--- src/rtl/alu_pkg.sv ---
// Shared types and constants for the pipelined carry-lookahead add/sub ALU.
package alu_pkg;

  typedef enum logic [1:0] {
    ADD = 2'd0,
    ADC = 2'd1,
    SUB = 2'd2,
    SBB = 2'd3
  } op_e;

  localparam int FLAG_C  = 3;
  localparam int FLAG_V  = 2;
  localparam int FLAG_Z  = 1;
  localparam int FLAG_N  = 0;

  localparam int GROUP_W = 4;

endpackage

--- src/rtl/cla_group.sv ---
// 4-bit carry-lookahead group: every internal carry is a two-level function of g/p/cin.
// Combinational, exports group generate/propagate for the next lookahead level.
module cla_group
  import alu_pkg::*;
(
  input  logic [GROUP_W-1:0] a,
  input  logic [GROUP_W-1:0] b,
  input  logic               cin,
  output logic [GROUP_W-1:0] sum,
  output logic               G,
  output logic               P,
  output logic               cout
);

  logic [3:0] gen;
  logic [3:0] prop;
  logic [3:0] c;

  assign gen  = a & b;
  assign prop = a ^ b;

  assign c[0] = cin;
  assign c[1] = gen[0] | (prop[0] & cin);
  assign c[2] = gen[1] | (prop[1] & gen[0]) | (prop[1] & prop[0] & cin);
  assign c[3] = gen[2] | (prop[2] & gen[1]) | (prop[2] & prop[1] & gen[0])
              | (prop[2] & prop[1] & prop[0] & cin);

  assign G    = gen[3] | (prop[3] & gen[2]) | (prop[3] & prop[2] & gen[1])
              | (prop[3] & prop[2] & prop[1] & gen[0]);
  assign P    = &prop;
  assign cout = G | (P & cin);

  assign sum  = prop ^ c;

endmodule

--- src/rtl/pipelined_cla_addsub.sv ---
// Two-stage add/sub: low half + lookahead in stage 1, high half + flags in stage 2; latency 2.
// valid/ready on both sides; in_ready depends only on out_ready and pipeline occupancy.
module pipelined_cla_addsub
  import alu_pkg::*;
#(
  parameter int WIDTH = 8,
  parameter int GROUP = 4
) (
  input  logic             clk,
  input  logic             rst_n,
  input  logic             in_valid,
  output logic             in_ready,
  input  logic [WIDTH-1:0] a,
  input  logic [WIDTH-1:0] b,
  input  logic             cin,
  input  logic [1:0]       op,
  output logic             out_valid,
  input  logic             out_ready,
  output logic [WIDTH-1:0] sum,
  output logic [3:0]       flags
);

  localparam int HALF = WIDTH / 2;
  localparam int NG   = HALF / GROUP;

  // Carries into each group (and out of the half) as flat sum-of-products of group G/P.
  function automatic logic [NG:0] lookahead(input logic [NG-1:0] g, input logic [NG-1:0] p,
                                            input logic c_in);
    logic [NG:0] c;
    logic        acc;
    logic        pp;
    c[0] = c_in;
    for (int k = 0; k < NG; k++) begin
      acc = 1'b0;
      pp  = 1'b1;
      for (int j = k; j >= 0; j--) begin
        acc = acc | (pp & g[j]);
        pp  = pp & p[j];
      end
      c[k+1] = acc | (pp & c_in);
    end
    return c;
  endfunction

  logic             s1_vld;
  logic [HALF-1:0]  s1_sum_lo;
  logic             s1_c_lo;
  logic [HALF-1:0]  s1_a_hi;
  logic [HALF-1:0]  s1_b_hi;
  op_e              s1_op;

  logic             s1_adv;
  logic             s2_adv;
  logic [WIDTH-1:0] bx;
  logic             c0;

  logic [NG-1:0]    lo_g, lo_p, lo_cout, hi_g, hi_p, hi_cout;
  logic [NG:0]      lo_c, hi_c;
  logic [HALF-1:0]  lo_sum, hi_sum;

  logic             is_sub;
  logic             a_sign, b_sign, r_sign, ovf;
  logic [WIDTH-1:0] res;

  assign s2_adv   = !out_valid || out_ready;
  assign s1_adv   = !s1_vld || s2_adv;
  assign in_ready = s1_adv;

  assign bx = op[1] ? ~b : b;
  assign c0 = op[0] ? cin : op[1];

  assign lo_c = lookahead(lo_g, lo_p, c0);
  assign hi_c = lookahead(hi_g, hi_p, s1_c_lo);

  for (genvar i = 0; i < NG; i++) begin : g_grp
    cla_group u_lo (
      .a    (a[i*GROUP_W +: GROUP_W]),
      .b    (bx[i*GROUP_W +: GROUP_W]),
      .cin  (lo_c[i]),
      .sum  (lo_sum[i*GROUP_W +: GROUP_W]),
      .G    (lo_g[i]),
      .P    (lo_p[i]),
      .cout (lo_cout[i])
    );
    cla_group u_hi (
      .a    (s1_a_hi[i*GROUP_W +: GROUP_W]),
      .b    (s1_b_hi[i*GROUP_W +: GROUP_W]),
      .cin  (hi_c[i]),
      .sum  (hi_sum[i*GROUP_W +: GROUP_W]),
      .G    (hi_g[i]),
      .P    (hi_p[i]),
      .cout (hi_cout[i])
    );
  end

  // Group-local carry-outs must agree with the cross-group lookahead network.
  assert property (@(posedge clk) disable iff (!rst_n)
                   {lo_cout, hi_cout} == {lo_c[NG:1], hi_c[NG:1]});

  // s1_b_hi holds ~b for SUB/SBB, so flip its sign back to get the true operand sign.
  assign is_sub = (s1_op == SUB) || (s1_op == SBB);
  assign a_sign = s1_a_hi[HALF-1];
  assign b_sign = s1_b_hi[HALF-1] ^ is_sub;
  assign r_sign = hi_sum[HALF-1];
  assign ovf    = is_sub ? ((a_sign != b_sign) && (r_sign != a_sign))
                         : ((a_sign == b_sign) && (r_sign != a_sign));
  assign res    = {hi_sum, s1_sum_lo};

  always_ff @(posedge clk or negedge rst_n) begin
    if (!rst_n) begin
      s1_vld    <= 1'b0;
      s1_sum_lo <= '0;
      s1_c_lo   <= 1'b0;
      s1_a_hi   <= '0;
      s1_b_hi   <= '0;
      s1_op     <= ADD;
    end else if (s1_adv) begin
      s1_vld <= in_valid;
      if (in_valid) begin
        s1_sum_lo <= lo_sum;
        s1_c_lo   <= lo_c[NG];
        s1_a_hi   <= a[WIDTH-1:HALF];
        s1_b_hi   <= bx[WIDTH-1:HALF];
        s1_op     <= op_e'(op);
      end
    end
  end

  always_ff @(posedge clk or negedge rst_n) begin
    if (!rst_n) begin
      out_valid <= 1'b0;
      sum       <= '0;
      flags     <= '0;
    end else if (s2_adv) begin
      out_valid <= s1_vld;
      if (s1_vld) begin
        sum           <= res;
        flags[FLAG_C] <= hi_c[NG];
        flags[FLAG_V] <= ovf;
        flags[FLAG_Z] <= (res == '0);
        flags[FLAG_N] <= res[WIDTH-1];
      end
    end
  end

endmodule

--- config.mk ---
export PLATFORM = sky130hd
export DESIGN_NAME = pipelined_cla_addsub
export DESIGN_NICKNAME = d
export VERILOG_FILES = /design/src/rtl/alu_pkg.sv /design/src/rtl/cla_group.sv /design/src/rtl/pipelined_cla_addsub.sv
export SDC_FILE = /design/constraint.sdc
export NUM_CORES = 1
export LEC_CHECK = 0
export CORE_MARGIN = 8
export CORE_UTILIZATION = 40
export DETAILED_ROUTE_END_ITERATION = 8
export DONT_BUFFER_PORTS = 1
export HOLD_SLACK_MARGIN = 0.15
export SYNTH_ARGS = -nofsm -noshare
export SYNTH_HDL_FRONTEND = slang
export SYNTH_SLANG_ARGS = --single-unit
--- constraint.sdc ---
create_clock -name clk -period 4.6 [get_ports clk]
set_input_delay 1.38 -clock clk [delete_from_list [all_inputs] [get_ports clk]]
set_output_delay 1.38 -clock clk [all_outputs]
set_load 0.02 [all_outputs]
Word-level counts from Yosys, hierarchy flattened

Index checks and enable logic that the tools add are counted.

Output and inout port bits: 14
Input bits: 23
Word-level logic and storage cells: 87
Register bits after elaboration: 29

Reductions and logical operators: 12
Eq/ne operators: 5
Bitwise gates (word level): 58
Mux-type cells: 3

Operator list:

| kind                                       | number |
|---|---|
| 1-bit bitwise AND                          | 30 |
| 1-bit bitwise OR                           | 20 |
| 4-bit XOR                                  | 4 |
| 4-bit bitwise AND                          | 2 |
| 8-bit zero test                            | 1 |
| 8-bit two-way mux                          | 1 |
| 8-bit inverter                             | 1 |
| 4-bit AND reduction                        | 2 |
| 2-bit equality test, second input constant | 2 |
| 2-bit AND reduction                        | 2 |
| 1-bit logical OR                           | 3 |
| 1-bit logical AND                          | 2 |
| 1-bit zero test                            | 2 |
| 1-bit two-way mux                          | 2 |
| 1-bit inequality test                      | 2 |
| 1-bit equality test                        | 1 |
| 1-bit XOR                                  | 1 |

Longest topological paths before layout

Gate-level depths: netlist (run 1).

Word-level depth: 9
Mapped depth: 7
Gate-level depth less buffers: 6

Cells and area by module

Synthesis (run 1) repeated with hierarchy kept, for this count alone.

Cell total of the unflattened synthesis: 122
Area total of the unflattened synthesis: 1539.0 µm²

Modules (own cells, without submodules):

| module               | cells an instance | times used | seq. area each (µm²) | area an instance (µm²) |
|---|---|---|---|---|
| pipelined_cla_addsub | 78                | 1          | 650.6                | 1173.6 |
| cla_group            | 22                | 2          | 0.0                  | 182.7 |

Worst setup path before layout (run 1)

No wires, ideal clock.

Kind: input port to output port
Start: input port out_ready
End: output port in_ready
Path buffers: 0
Required time: 3.220 ns
Slack: 1.542 ns
Data arrival time: 1.678 ns
Cell stages on the path: 1
Cells stage by stage: nand3b_1

Word-level cells in the longest chain between the ends: 2

Ends and longest elaborated chain:

| element            | line                       | source |
|---|---|---|
| start: declaration | pipelined_cla_addsub.sv:18 | `input logic out_ready,` |
| 1-bit logical OR   | pipelined_cla_addsub.sv:65 | `assign s2_adv = !out_valid \|\| out_ready;` |
| 1-bit logical OR   | pipelined_cla_addsub.sv:66 | `assign s1_adv = !s1_vld \|\| s2_adv;` |
| end: declaration   | pipelined_cla_addsub.sv:12 | `output logic in_ready,` |

No other way between the ends.

Worst setup path in the final report (run 1)

Same ends and word-level chain as after synthesis.

==> results of run 1 <==
layer usage:
metal / track usage (%) / vias up
met3: 2.66 / 2
met1: 11.3 / 401
met2: 15.5 / 28
li1: - / 435
met5: 0 / -
met4: 5.87 / 0
synthesized netlist by cell type, types with 2 or more instances:
cell type	n	area share (%)
o21ai_0	5	1.8
o21ai_1	3	1.1
fa_1	2	2.9
o31ai_1	3	1.6
mux2_2	5	4.1
mux2_1	4	3.3
buf_2	3	1.1
nand2_1	16	4.3
a21oi_1	6	2.2
o21a_1	2	1.1
nand2b_1	4	1.8
inv_1	5	1.4
dfrtp_1	26	47
xnor2_1	7	4.4
ha_1	8	7.2
nor3_1	2	0.72
nand3_1	3	1.1
xor2_1	6	3.8
path summary, 6_finish.rpt:
check | start | to | slack (ns) | cells after the start
setup reg to reg | out_valid$_DFFE_PN0P_ | s1_a_hi[3]$_DFFE_PN0P_ | 2.68 | 3
max in group asynchronous | rst_n | sum[5]$_DFFE_PN0P_ | 3.78 | 0
hold / removal | s1_b_hi[3]$_DFFE_PN0P_ | s1_b_hi[3]$_DFFE_PN0P_ | 0.51 | 2
min in group asynchronous | rst_n | sum[3]$_DFFE_PN0P_ | 0.73 | 0
setup / recovery | out_ready | in_ready | 1.52 | 1
hold reg to reg | s1_b_hi[3]$_DFFE_PN0P_ | s1_b_hi[3]$_DFFE_PN0P_ | 0.51 | 2
cells by family after synthesis:
logic type | Yosys count
DFF | 26
adders and majority gates | 10
AOI/OAI and AO/OA | 26
xor gates and xnor gates | 13
buffers and inverters | 10
and+or+nand+nor | 31
muxes | 10
per-stage QoR:
step	instance area (um^2)	instances	utilization [%]
after global routing	1460	171	43.8
after floorplan	1390	126	-
after detailed placement	1410	167	42.2
final	1460	171	43.8
after global placement	1410	167	42.2
after CTS	1460	171	43.8
worst min-delay path: cells and delay by family (launching register included):
family | cells | cell delay [ns]
flip-flops | 1 | 0.38
AO/OA/AOI/OAI | 1 | 0.06
AND/OR/NAND/NOR | 1 | 0.05
sequential cells by signal, summed over array words and instances (netlist names):
register and count:
flags 4, out_valid 1, s1_a_hi 4, s1_b_hi 4, s1_c_lo 1, s1_sum_lo 4, s1_vld 1, sum 7
area by class of cell:
| class | instances | area share (%) |
|---|---|---|
| Multi-Input combinational cell | 90 | 46.7 |
| Inverter | 5 | 1.28 |
| Tap cell | 46 | 3.94 |
| Clock inverter | 1 | 2.05 |
| Clock buffer | 3 | 1.54 |
| Sequential cell | 26 | 44.5 |
power by group through the flow:
stage               Combinational [mW]  Clock (mW)  Sequential (mW)
detailed placement               0.170           0            0.391
finish                           0.168       0.154            0.382
floorplan                        0.158           0            0.369
global placement                 0.163           0            0.389
CTS                              0.171       0.160            0.386
global route                     0.195       0.168            0.393
==> flow_summary.json, run 1 <==
{
  "peakVddDrop_uv": 127,
  "clk_pin_slew_ns": 0.14,
  "crit_path_cell_trace": "nand3b_1",
  "outcome": "finished clean",
  "power_uw": 704,
  "timing.final.ws_setup_ns": 1.52,
  "synth_area_mm2": 0.00139,
  "seq_area_um2": 651,
  "clk_latency_ns": 0.32,
  "p_int_uw": 458,
  "post-route-period-util_pct": 67.0,
  "layout_commonest_cell": "dfrtp_1",
  "cp_num_buf_inv": 0,
  "fillers": 344,
  "dr_wl_met3_um": 222,
  "io-pin-count": 37,
  "synth_edf_count": 0,
  "drive_above_1_share_pct": 8.80,
  "grt_pass1_wl_mm": 4.17,
  "syn_avg_cell_area_um2": 11.0,
  "wl_met2_mm": 1.11,
  "synth_top_family_by_area": "compound AO/OA/AOI/OAI gates",
  "layout_common_cells": "dfrtp_1, nand2_1, ha_1, xnor2_1",
  "worstPathRequired_ns": 3.22,
  "routed_wl_mm": 2.48,
  "clockBufferDepth": 2,
  "ys_ff_latch": 26,
  "io_buffers": 0,
  "synth-compound-area-share_pct": 11.9,
  "p_clk_share_pct": 21.8,
  "num-nets-final": 159,
  "antenna_found_initial": 0,
  "drv_cap": 0,
  "power_switching_uw": 245,
  "drc": 0,
  "cts_resized": 0,
  "critPathTopFamily": "simple AND/OR/NAND/NOR gates",
  "synth_flop_cell": "dfrtp_1",
  "synth_adder_area_share_pct": 10.1,
  "drt-met1-wl_mm": 1.11,
  "worst_pin_slew_ns": 0.653,
  "syn_inst": 126,
  "finalMaxSlewViolations": 0,
  "end_kind": "output pin",
  "pre_cts_ws_ns": 1.51,
  "setup_violations": 0,
  "synth.mux.area_fraction_pct": 8.40,
  "grt_usage_pct": 9.71,
  "drtIter0Drc": 14,
  "netSwitchingFraction_pct": 34.9,
  "rsz0062_at_grt": "false",
  "synth_cell_type_count": 34,
  "firstDrtPassIters": 4,
  "seqPwrFrac_pct": 54.3,
  "async_reset_ff_share_pct": 100,
  "p_leak_nw": 0.640,
  "synthSimpleGateAreaFrac_pct": 10.6,
  "cp_slowest_cell": "nand3b_1",
  "max_freq_ghz": 0.324,
  "max_stage_delay_ns": 0.32,
  "top_layer_used": "met4",
  "detail_route.wl_per_cell_um": 14.5,
  "final.setup_skew_ns": 0.00653,
  "final.setup.tns_ns": 0,
  "crit_type": "in -> out",
  "grt_overflow": 0,
  "dp_hpwl_mm": 2.05,
  "via_count": 866,
  "syn_nets": 159,
  "diodes": 0,
  "worstPathMaxFanout": 4,
  "ys_warn_count": 0,
  "power_density_mw_per_mm2": 482,
  "hold_violations": 0,
  "arrival_ns": 1.70,
  "core_area_mm2": 0.00334,
  "die_x_um": 74.8,
  "final.min_clock_period_ns": 3.08,
  "cts_setup_buffers": 0,
  "area_growth_pct": 5.51,
  "multiInputGateArea_um2": 682,
  "combPwrFrac_pct": 23.9,
  "grt_pass1_vias": 949,
  "antenna_left": 0,
  "start_kind": "input pin",
  "cts_sinks": 26,
  "cts_made_buffers": 3,
  "max-slew-margin-rel_pct": 56.3,
  "synth_xor_area_share_pct": 8.22,
  "row_count": 21,
  "die_area_mm2": 0.00560,
  "dieHeight_um": 74.8,
  "htree_levels": 1,
  "ys_seq_area_share_pct": 47.0,
  "initial_utilization_pct": 41.5,
  "place_congestion": 0.737,
  "via_per_inst": 5.06,
  "hold_slack_ns": 0.510,
  "tritoncts": "yes",
  "cts_root_buffer": "clkbuf_4",
  "grt_max_degree": 27,
  "cts_hold_buf": 0,
  "hold_class": "reg -> reg"
}
Power figures use the tool's default switching activity.
==> inputs of run 2 (changes only) <==
==> constraint.sdc (replaced) <==
create_clock -name clk -period 3.19 [get_ports clk]
set_input_delay 0.957 -clock clk [delete_from_list [all_inputs] [get_ports clk]]
set_output_delay 0.957 -clock clk [all_outputs]
set_load 0.02 [all_outputs]
==> run 2 against run 1 <==
Effect of this change:
- sequential power grew 44%
- critical path type unchanged
- critical endpoint unchanged
- clock skew is essentially flat
- wire length shrank 2.1%
- worst setup slack lost 0.57 ns
- design area is the same
- clock power grew 45%
- power grew 44%
- largest cell class unchanged
- clock-buffer cell count is the same
==> flow_summary.json, run 2 (synthesis results as in run 1) <==
{
  "max_freq_ghz": 0.446,
  "final.setup.tns_ns": 0,
  "largest_register_ffs": 7,
  "peakVddDrop_uv": 159,
  "layout_common_cells": "dfrtp_1, nand2_1, ha_1, xnor2_1",
  "layout_commonest_cell": "dfrtp_1",
  "final.min_clock_period_ns": 2.24,
  "clk_pin_slew_ns": 0.14,
  "grt_max_degree": 27,
  "cts_hold_buf": 0,
  "drc": 0,
  "place_congestion": 0.732,
  "core_area_mm2": 0.00334,
  "arrival_ns": 1.28,
  "routed_wl_mm": 2.43,
  "cts_resized": 0,
  "drv_cap": 0,
  "firstDrtPassIters": 4,
  "dieHeight_um": 74.8,
  "setup_violations": 0,
  "final_area_mm2": 0.00146,
  "grt_pass1_vias": 938,
  "io_buffers": 0,
  "via_per_inst": 4.95,
  "initial_utilization_pct": 41.5,
  "antenna_found_initial": 0,
  "cts_sinks": 26,
  "diodes": 0,
  "clk_latency_ns": 0.32,
  "tritoncts": "yes",
  "dp_hpwl_mm": 2.00,
  "max-slew-margin-rel_pct": 58.0,
  "hold_violations": 0,
  "htree_levels": 1,
  "place_area_mm2": 0.00141,
  "die_x_um": 74.8,
  "grt_usage_pct": 9.75,
  "outcome": "finished clean",
  "grt_overflow": 0,
  "row_count": 21,
  "antenna_left": 0,
  "power_density_mw_per_mm2": 694,
  "critPathTopFamily": "simple AND/OR/NAND/NOR gates",
  "finalMaxSlewViolations": 0,
  "cp_num_buf_inv": 0,
  "detail_route.wl_per_cell_um": 14.2,
  "end_kind": "output pin",
  "cp_slowest_cell": "nand3b_1",
  "cts_made_buffers": 3,
  "crit_path_cell_trace": "nand3b_1",
  "worst_pin_slew_ns": 0.628,
  "clockBufferDepth": 2,
  "crit_type": "in -> out",
  "post-route-period-util_pct": 70.3,
  "final.setup_skew_ns": 0.00697,
  "max_stage_delay_ns": 0.33,
  "worstPathMaxFanout": 4,
  "drtIter0Drc": 46,
  "top_register": "sum",
  "cts_root_buffer": "clkbuf_4",
  "worstPathRequired_ns": 2.23,
  "die_area_mm2": 0.00560,
  "p_leak_nw": 0.640,
  "rsz0062_at_grt": "false",
  "drive_above_1_share_pct": 8.80,
  "hold_class": "in -> async",
  "via_count": 847,
  "io-pin-count": 37,
  "area_growth_pct": 5.51,
  "num-nets-final": 159,
  "grt_pass1_wl_mm": 4.22,
  "cts_setup_buffers": 0,
  "start_kind": "input pin"
}
[run 2: cell counts in the layout (fill, tap and decap cells not counted)]
No cell type changed its count.
[run 2: final timing paths]
check	to	depth (start not counted)	slack (ns)	start
hold reg to reg	s1_b_hi[1]$_DFFE_PN0P_	2	0.51	s1_b_hi[1]$_DFFE_PN0P_
hold / removal	sum[2]$_DFFE_PN0P_	0	0.31	rst_n
min in group clk	s1_b_hi[1]$_DFFE_PN0P_	2	0.51	s1_b_hi[1]$_DFFE_PN0P_
setup reg to reg	s1_a_hi[3]$_DFFE_PN0P_	3	1.27	out_valid$_DFFE_PN0P_
setup / recovery	in_ready	1	0.95	out_ready
max in group asynchronous	s1_b_hi[1]$_DFFE_PN0P_	0	2.81	rst_n
[run 2: routing by layer]
layer	global-route usage [%]	routed length (um)	part of all wire, %	vias to the layer above
li1	-	-	-	435
met1	12.1	1150	47	383
met2	15.0	1040	43	27
met3	2.66	198	8.2	2
met4	5.22	37	1.5	0
met5	0	0	0	-
[run 2: metrics by stage]
step / util, % / total power [mW] / worst slack, ns / cells / hold WS (ns)
5_1_grt: 43.8 / 1.09 / 0.934 / 171 / 0.275
2_1_floorplan: - / 0.760 / 0.893 / 126 / 0.456
4_1_cts: 43.8 / 1.03 / 0.941 / 171 / 0.293
3_3_place_gp: 42.2 / 0.796 / 0.781 / 167 / 0.470
3_5_place_dp: 42.2 / 0.807 / 0.775 / 167 / 0.477
6_report: 43.8 / 1.01 / 0.948 / 171 / 0.308
[run 2: power by group]
| part | switching (mW) | total [mW] | internal, mW |
|---|---|---|---|
| clock | 0.0957 | 0.223 | 0.127 |
| combinational | 0.121 | 0.240 | 0.119 |
| sequential | 0.136 | 0.551 | 0.415 |
[run 2: cell type report]
cell class	instances	area [um^2]
well taps	46	57.6
clock buffers	3	22.5
flip-flops and latches	26	651
clock inverters	1	30.0
inverters	5	18.8
fillers	339	1880
multi-input cells	90	682
==> inputs of run 3 (changes only) <==
==> constraint.sdc (replaced) <==
create_clock -name clk -period 1.9 [get_ports clk]
set_input_delay 0.57 -clock clk [delete_from_list [all_inputs] [get_ports clk]]
set_output_delay 0.57 -clock clk [all_outputs]
set_load 0.02 [all_outputs]
==> run 3 against run 2 <==
Effect of this change:
- non-clock buffer count is 6 higher
- utilization increased by 1.3 points
- worst setup slack got worse by 0.77 ns
- critical path depth is 4 higher
- clock-buffer cell count is 1 higher
- via count is 8.4% higher
- sequential share of layout area decreased by 1.3 points
- first-iteration DRC count down 2.2%
- final cell count up 3.5%
- wire length grew 6.2%
- critical path type is now reg -> reg
- largest power group unchanged
==> flow_summary.json, run 3 (synthesis results as in run 1) <==
{
  "finalMaxSlewViolations": 0,
  "firstDrtPassIters": 4,
  "place_congestion": 0.748,
  "place_area_mm2": 0.00144,
  "outcome": "finished clean",
  "diodes": 0,
  "initial_utilization_pct": 41.5,
  "routed_wl_mm": 2.58,
  "die_x_um": 74.8,
  "num-nets-final": 165,
  "worst_pin_slew_ns": 0.390,
  "dp_cells": 171,
  "cts_root_buffer": "clkbuf_4",
  "layout_common_cells": "dfrtp_1, nand2_1, ha_1, xnor2_1",
  "combPwrFrac_pct": 26.7,
  "grt_max_degree": 27,
  "hold_violations": 0,
  "tritoncts": "yes",
  "top_register": "sum",
  "clockBufferDepth": 2,
  "netSwitchingFraction_pct": 37.4,
  "drc": 0,
  "htree_levels": 1,
  "pre_cts_ws_ns": 0.0833,
  "drive_above_1_share_pct": 12.2,
  "core_area_mm2": 0.00334,
  "drtIter0Drc": 45,
  "via_per_inst": 5.19,
  "io-pin-count": 37,
  "dieHeight_um": 74.8,
  "arrival_ns": 1.92,
  "hold_class": "in -> reg",
  "post-route-period-util_pct": 90.5,
  "layout_commonest_cell": "dfrtp_1",
  "grt_pass1_wl_mm": 4.42,
  "p_int_mw": 1.03,
  "worstPathMaxFanout": 4,
  "stdcell_count": 177,
  "worstPathRequired_ns": 2.10,
  "die_area_mm2": 0.00560,
  "grt_usage_pct": 10.2,
  "p_leak_nw": 0.665,
  "dp_hpwl_mm": 2.09,
  "seqPwrFrac_pct": 56.5,
  "start_kind": "flip-flop",
  "grt_overflow": 0,
  "end_kind": "flip-flop",
  "rsz0062_at_grt": "false",
  "final_area_mm2": 0.00151,
  "clk_latency_ns": 0.32,
  "timing.final.ws_setup_ns": 0.181,
  "final.setup_skew_ns": 0.00943,
  "row_count": 21,
  "max-slew-margin-rel_pct": 74.0,
  "cts_resized": 0,
  "cts_hold_buf": 2,
  "largest_register_ffs": 7,
  "setup_violations": 0,
  "antenna_found_initial": 0,
  "grt_pass1_vias": 973,
  "io_buffers": 0,
  "final.setup.tns_ns": 0,
  "drv_cap": 0,
  "p_clk_share_pct": 16.8,
  "clk_pin_slew_ns": 0.14,
  "final.min_clock_period_ns": 1.72,
  "cts_made_buffers": 3,
  "detail_route.wl_per_cell_um": 14.6,
  "cts_setup_buffers": 0,
  "via_count": 918,
  "peakVddDrop_uv": 308,
  "crit_type": "reg -> reg",
  "antenna_left": 0,
  "area_growth_pct": 8.67,
  "cts_sinks": 26,
  "power_switching_uw": 613,
  "power_density_mw_per_mm2": 1090,
  "max_freq_ghz": 0.582
}
run 3: changes by cell type in the layout (fill, tap and decap cells not counted), sizes merged:
| cell | previous run | this run |
|---|---|---|
| dlygate4sd3 | 0 | 1 |
| buf | 0 | 5 |
| clkbuf | 3 | 4 |
| bufinv | 1 | 0 |
run 3: worst max-delay path, stage by stage (launching register included):
cell	delay [ns]
dfrtp_1	0.41
ha_1	0.35
a21oi_1	0.28
a21oi_2	0.13
o21a_1	0.18
o41ai_1	0.26
run 3: worst paths after layout:
check | from | endpoint | slack, ns | depth (start not counted)
max in group asynchronous | rst_n | sum[0]$_DFFE_PN0P_ | 1.07 | 2
worst min register to register | s1_vld$_DFFE_PN0N_ | out_valid$_DFFE_PN0P_ | 0.51 | 1
worst max register to register | s1_b_hi[1]$_DFFE_PN0P_ | flags[2]$_DFFE_PN0P_ | 0.18 | 5
min in group asynchronous | rst_n | sum[6]$_DFFE_PN0P_ | 0.67 | 2
worst max-delay path | s1_b_hi[1]$_DFFE_PN0P_ | flags[2]$_DFFE_PN0P_ | 0.18 | 5
worst min-delay path | in_valid | s1_vld$_DFFE_PN0N_ | 0.36 | 1
run 3: routing by layer:
layer,vias to the layer above,GRT usage [%],share of wire [%]
met5,-,0,0
met4,0,5.65,1.6
met3,2,2.53,6.9
met2,26,15.4,44
met1,442,12.9,47
li1,448,-,-
run 3: final cells by class:
| class | count | area [um^2] |
|---|---|---|
| clock buffer | 4 | 36.3 |
| fill | 323 | 1830 |
| inverter | 5 | 18.8 |
| multi-input combinational | 90 | 682 |
| sequential | 26 | 651 |
| tap | 46 | 57.6 |
| timing repair buffer | 6 | 60.1 |
run 3: power groups by stage:
stage | clock [mW] | sequential, mW | combinational (mW)
after detailed placement | 0 | 0.948 | 0.422
final | 0.276 | 0.927 | 0.439
after global routing | 0.306 | 0.955 | 0.509
after floorplan | 0 | 0.893 | 0.382
after CTS | 0.283 | 0.935 | 0.444
after global placement | 0 | 0.940 | 0.409
run 3: stage by stage:
step	util [%]	power, mW	hold slack, ns
after global routing	45.1	1.77	0.339
after global placement	43.1	1.35	0.276
after floorplan	-	1.28	0.274
final	45.1	1.64	0.358
after detailed placement	43.1	1.37	0.276
after CTS	45.1	1.66	0.350
